[src/rtl/rotate2_frame_writer.sv]
// Write side of the ping-pong rotated frame buffer.
// Turns a valid-qualified 1-bit raster pixel stream into BRAM writes at
// address = bank_base + y*COLS + x. The row/column product comes from a
// running linear counter, so no multiplier is needed. Banks swap only after
// a complete frame has been written.
module rotate2_frame_writer #(
  parameter int COLS        = 80,
  parameter int ROWS        = 107,
  parameter int BANK_OFFSET = 16384
) (
  input  logic        clk_in,
  input  logic        rst_in,
  input  logic        frame_start_in,
  input  logic        data_valid_in,
  input  logic        pixel_in,
  output logic        pixel_out,
  output logic [16:0] pixel_addr_out,
  output logic        write_en_out,
  output logic        bank_out,
  output logic        frame_done_out,
  output logic        frame_error_out
);

  localparam int FRAME_PIXELS = COLS * ROWS;
  localparam int ADDR_W       = 17;
  localparam int X_W          = (COLS > 1) ? $clog2(COLS) : 1;
  localparam int Y_W          = (ROWS > 1) ? $clog2(ROWS) : 1;
  localparam int LIN_W        = (FRAME_PIXELS > 1) ? $clog2(FRAME_PIXELS) : 1;

  localparam logic [X_W-1:0]    X_LAST    = X_W'(COLS - 1);
  localparam logic [Y_W-1:0]    Y_LAST    = Y_W'(ROWS - 1);
  localparam logic [ADDR_W-1:0] BANK_BASE = ADDR_W'(BANK_OFFSET);

  typedef enum logic {
    S_IDLE,
    S_WRITE
  } state_e;

  state_e              state_q;
  logic [X_W-1:0]      x_q;
  logic [Y_W-1:0]      y_q;
  logic [LIN_W-1:0]    lin_q;
  // Bank that new writes target; flips on the completing edge so a frame
  // starting on the very next pixel already lands in the other bank.
  logic                wr_bank_q;
  // Externally visible bank lags wr_bank_q by one cycle.
  logic                bank_q;
  logic                pixel_q;
  logic [ADDR_W-1:0]   addr_q;
  logic                write_en_q;
  logic                done_q;
  logic                error_q;

  logic                accept_d;
  logic                restart_d;
  logic                last_pixel_d;
  logic [LIN_W-1:0]    offset_d;
  logic [ADDR_W-1:0]   addr_d;

  // Decode acceptance, frame completion and the address to issue this cycle.
  always_comb begin
    restart_d    = data_valid_in && frame_start_in;
    accept_d     = data_valid_in && (frame_start_in || (state_q == S_WRITE));
    last_pixel_d = (state_q == S_WRITE) && !frame_start_in &&
                   (x_q == X_LAST) && (y_q == Y_LAST);
    offset_d     = restart_d ? '0 : lin_q;
    addr_d       = (wr_bank_q ? BANK_BASE : '0) + ADDR_W'(offset_d);
  end

  // Frame FSM with position counters and registered BRAM-side outputs.
  // NOTE: every register here uses <= so all of them update from the same
  // pre-edge values; blocking assignments would chain updates within a cycle.
  always_ff @(posedge clk_in) begin
    if (rst_in) begin
      state_q    <= S_IDLE;
      x_q        <= '0;
      y_q        <= '0;
      lin_q      <= '0;
      wr_bank_q  <= 1'b0;
      bank_q     <= 1'b0;
      pixel_q    <= 1'b0;
      addr_q     <= '0;
      write_en_q <= 1'b0;
      done_q     <= 1'b0;
      error_q    <= 1'b0;
    end else begin
      write_en_q <= accept_d;
      done_q     <= 1'b0;
      error_q    <= 1'b0;
      bank_q     <= wr_bank_q;

      // Data and address hold their last values between writes.
      if (accept_d) begin
        pixel_q <= pixel_in;
        addr_q  <= addr_d;
      end

      if (accept_d) begin
        if (restart_d) begin
          // A start while already writing aborts the frame; it restarts at
          // (0,0) in the same bank.
          error_q <= (state_q == S_WRITE);
          state_q <= S_WRITE;
          x_q     <= X_W'(1);
          y_q     <= '0;
          lin_q   <= LIN_W'(1);
        end else if (last_pixel_d) begin
          done_q    <= 1'b1;
          state_q   <= S_IDLE;
          x_q       <= '0;
          y_q       <= '0;
          lin_q     <= '0;
          wr_bank_q <= ~wr_bank_q;
        end else begin
          lin_q <= lin_q + LIN_W'(1);
          if (x_q == X_LAST) begin
            x_q <= '0;
            y_q <= y_q + Y_W'(1);
          end else begin
            x_q <= x_q + X_W'(1);
          end
        end
      end
    end
  end

  assign pixel_out       = pixel_q;
  assign pixel_addr_out  = addr_q;
  assign write_en_out    = write_en_q;
  assign bank_out        = bank_q;
  assign frame_done_out  = done_q;
  assign frame_error_out = error_q;

endmodule

[config.mk]
export PLATFORM = sky130hd
export DESIGN_NAME = rotate2_frame_writer
export DESIGN_NICKNAME = d
export VERILOG_FILES = /design/src/rtl/rotate2_frame_writer.sv
export SDC_FILE = /design/constraint.sdc
export NUM_CORES = 1
export LEC_CHECK = 0
export CAP_MARGIN = 0
export CORE_ASPECT_RATIO = 1.25
export CORE_MARGIN = 5
export CORE_UTILIZATION = 30
export CTS_BUF_LIST = sky130_fd_sc_hd__clkbuf_8 sky130_fd_sc_hd__clkbuf_16
export CTS_CLUSTER_SIZE = 20
export DETAILED_ROUTE_END_ITERATION = 10
export PLACE_DENSITY_LB_ADDON = 0.3
export SLEW_MARGIN = 20
export SYNTH_ARGS = -nofsm -noshare
export SYNTH_HDL_FRONTEND = slang
export SYNTH_SLANG_ARGS = --single-unit
[constraint.sdc]
create_clock -name clk_in -period 2 [get_ports clk_in]
set_clock_uncertainty 0.05 [all_clocks]
set_input_delay 0.4 -clock clk_in [delete_from_list [all_inputs] [get_ports clk_in]]
set_output_delay 0.4 -clock clk_in [all_outputs]
set_load 0.005 [all_outputs]
==> results of run 1 <==
## path summary, 6_finish.rpt
path | to | slack, ns | startpoint | cells after the start
min | pixel_addr_out[14] | 0.41 | pixel_addr_out[14] | 2
max reg2reg | y_q[3] | 0.09 | x_q[1] | 6
min reg2reg | pixel_addr_out[14] | 0.41 | pixel_addr_out[14] | 2
max | y_q[3] | 0.09 | x_q[1] | 6
## final cells by class
type	count	area [sq um]
clock buffer	5	68.8
sequential	50	1000
multi-input combinational	170	1070
tap	90	113
timing repair buffer	59	515
clock inverter	3	47.5
fill	695	4100
inverter	4	15.0
## placed cells by master, fill, tap and decap left out, types with 2 or more instances in the layout
master,instances
a21oi_1,11
a22oi_1,14
a32oi_1,2
and3_1,4
and4_1,2
buf_4,34
clkbuf_8,5
clkdlybuf4s50_1,24
conb_1,2
dfxtp_1,50
ha_1,3
inv_1,4
inv_6,2
nand2_1,16
nand3_1,14
nand4_1,6
nor2_1,40
nor3_1,5
o21a_1,2
o21ai_0,4
o2bb2ai_1,3
or3_1,3
or4_1,4
xnor2_1,2
xor2_1,14
## per-stage QoR
| stage | hold WS, ns | setup TNS [ns] | std cells | total power [W] | area (sq um) |
|---|---|---|---|---|---|
| after detailed placement | 0.400 | -4.39 | 373 | 0.00115 | 2690 |
| after floorplan | 0.389 | 0 | 237 | 0.00109 | 2130 |
| final | 0.411 | 0 | 381 | 0.00188 | 2830 |
| after global routing | 0.455 | 0 | 381 | 0.00195 | 2830 |
| after CTS | 0.413 | 0 | 381 | 0.00191 | 2820 |
| after global placement | 0.394 | -3.43 | 373 | 0.00115 | 2690 |
## state kept, by name, summed over array words and instances, names as in the netlist
signal	flops
lin_q	14
x_q	7
pixel_out	1
wr_bank_q	1
bank_out	1
frame_error_out	1
state_q	1
pixel_addr_out	15
y_q	7
write_en_out	1
frame_done_out	1
## logic make-up after synthesis
family / Yosys count
AO/OA/AOI/OAI: 43
XOR/XNOR: 16
adder cells (fa/ha/maj): 4
buffers and inverters: 17
flip-flops: 50
other: 1
AND/OR/NAND/NOR: 105
## worst max-delay path, cell delays in order, from the launching register on
cell and delay [ns]:
dfxtp_1 0.35, ha_2 0.25, nand4bb_4 0.14, buf_4 0.17
or3_1 0.33, or4_1 0.49, nand3_1 0.09
## power by group through the flow
| stage | registers, W | clock network, W | logic (W) |
|---|---|---|---|
| floorplan | 0.00103 | 0 | 0.0000617 |
| global placement | 0.00103 | 0 | 0.000120 |
| detailed placement | 0.00103 | 0 | 0.000122 |
| CTS | 0.00101 | 0.000776 | 0.000122 |
| global route | 0.00101 | 0.000803 | 0.000132 |
| finish | 0.00101 | 0.000746 | 0.000121 |
## per-layer routing
layer	part of all wire (%)	vias to the layer above	track usage, %
li1	-	945	-
met1	45	847	13.1
met2	51	25	21.2
met3	2.1	5	2.22
met4	1.3	0	4.30
met5	0	-	0
## timing repair
item	in CTS	in global routing
cloned	0	0
pin swaps	0	1
endpoints found under the setup margin	5	8
gates resized for setup	2	3
==> reports/qor.txt, run 1 <==
============================================================================================
Internal ......................................................................    0.00144 W
Post-route core utilization ...................................................        40.8%
Post-synthesis cell type with the largest combined area .......................      dfxtp_1
Dominant register cell in the synthesized netlist .............................      dfxtp_1
Iteration-0 DRC Markers .......................................................           78
Placer congestion estimate ....................................................        0.797
Part of the total power dissipated in sequential elements .....................        53.8%
Yosys warning total ...........................................................            0
Die boundary height ...........................................................  104 microns
Final worst setup slack .......................................................    0.0860 ns
Dpl ws ........................................................................    -0.207 ns
Share of cell area taken by muxes after synthesis .............................           0%
TritonCTS Sinks ...............................................................           50
Area of the mapped netlist ....................................................   2130 sq um
Worst VDD drop ................................................................       362 uV
Net count reported at finish ..................................................          299
Sequential fraction of the synthesis area .....................................        47.0%
Unrepaired setup endpoints after global routing ...............................           no
Adder-cell area share of the yosys netlist ....................................        2.35%
Type of element capturing the critical path ...................................    flip-flop
Area of the die ...............................................................   8900 sq um
Area growth syn-to-layout .....................................................        32.8%
Ratio of cells with drive above 1 in the final layout .........................        17.2%
Final min period ..............................................................      1.91 ns
Port-buffer cells .............................................................           24
Net Switching .................................................................   0.000436 W
Final-report setup violation count ............................................            0
Largest family of logic cells by synthesized area ............................. simple AND/OR/NAND/NOR gates
Synth top cells by count ...................................................... dfxtp_1 (50), nor2_1 (40), nand2_1 (16)
Basic-gate share of the synthesized area counting and, or, nand and nor cells .        25.4%
Average cell area after synthesis .............................................   9.03 sq um
Sum of overflow across all layers after global routing ........................            0
Synth Area in XOR/XNOR ........................................................        6.58%
TritonCTS clock tree ..........................................................          yes
CTS Buffer Depth ..............................................................            2
Count of final max-slew check failures ........................................            0
Via-per-instance ratio ........................................................         4.78
Detailed Place HPWL ...........................................................      3.73 mm
Startpoint kind of the worst setup timing path ................................    flip-flop
Top-Level Pins ................................................................           27
Number of synthesized flops with an enable pin ................................            0
Effective utilization at floorplan ............................................        30.7%
Flip-flop and latch count after synthesis .....................................           50
Vias in the first global route ................................................         1801
Synth unique cells ............................................................           42
Wire length of the first global-routing pass ..................................      8.48 mm
Number of vias in the routed layout ...........................................         1822
Clock transition at path regs .................................................      0.10 ns
Remaining DRCs ................................................................            0
Largest fanout on the critical path ...........................................            4
Clock latency on the worst-skew pair ..........................................      0.31 ns
Max Fclk ......................................................................    0.522 GHz
Max cap viols .................................................................            0
Final routed wire length divided by cell count ................................ 13.3 microns
Max H-tree Level ..............................................................            2
Remaining antenna violation count after routing ...............................            0
Initial DRT Pass Iterations ...................................................            4
Complex-gate fraction of the synthesized area .................................        14.3%
Part of the power in combinational logic ......................................         6.4%
Number of buffers created by CTS ..............................................            5
Number of inserted diodes .....................................................            0
Clock group share of total power ..............................................        39.8%
Arrival @ worst endpoint ......................................................      2.12 ns
Global Route Usage Sum ........................................................        11.6%
Path type of the worst min-delay path ......................................... flip-flop to flip-flop
Switching Share ...............................................................        23.3%
Number of failing hold endpoints at the final stage ...........................            0
# rows ........................................................................           34
Initial antenna violation count ...............................................            0
Gate count of the mapped netlist ..............................................          236
Postcts setup bufs ............................................................            0
Share of synthesized registers carrying an async set or reset .................           0%
Overall die width ............................................................. 85.4 microns
CTS hold repair buffers .......................................................            0
Period utilisation layout .....................................................        95.7%
Cell at the root of the clock tree ............................................     clkbuf_8
Path type of the worst setup path ............................................. flip-flop to flip-flop
Static leakage ................................................................      1.02 nW
Maximum number of pins on one net before global-route repair ..................           23
Cell with the most instances after synthesis ..................................      dfxtp_1
Most area-consuming cells after synthesis ..................................... dfxtp_1 (47%), nor2_1 (7.0%), xor2_1 (5.8%), a22oi_1 (4.9%), nand3_1 (3.3%)
Data required time at the worst endpoint ......................................      2.20 ns
Status ........................................................................ finished, final reports clean
Detailed-route wire length ....................................................      5.08 mm
Total power divided by cell area ..............................................  663 nW/um^2
Area share of the largest cell type after synthesis ...........................        47.0%
Core Box Area .................................................................   6930 sq um
============================================================================================
No activity file was read; power rests on OpenSTA's default activity.
==> inputs of run 2 (changes only) <==
Settings changed: GPL_ROUTABILITY_DRIVEN from default to 0.
==> results of run 2 <==
No change in the layout: final DEF, timing and power equal those of run 1.
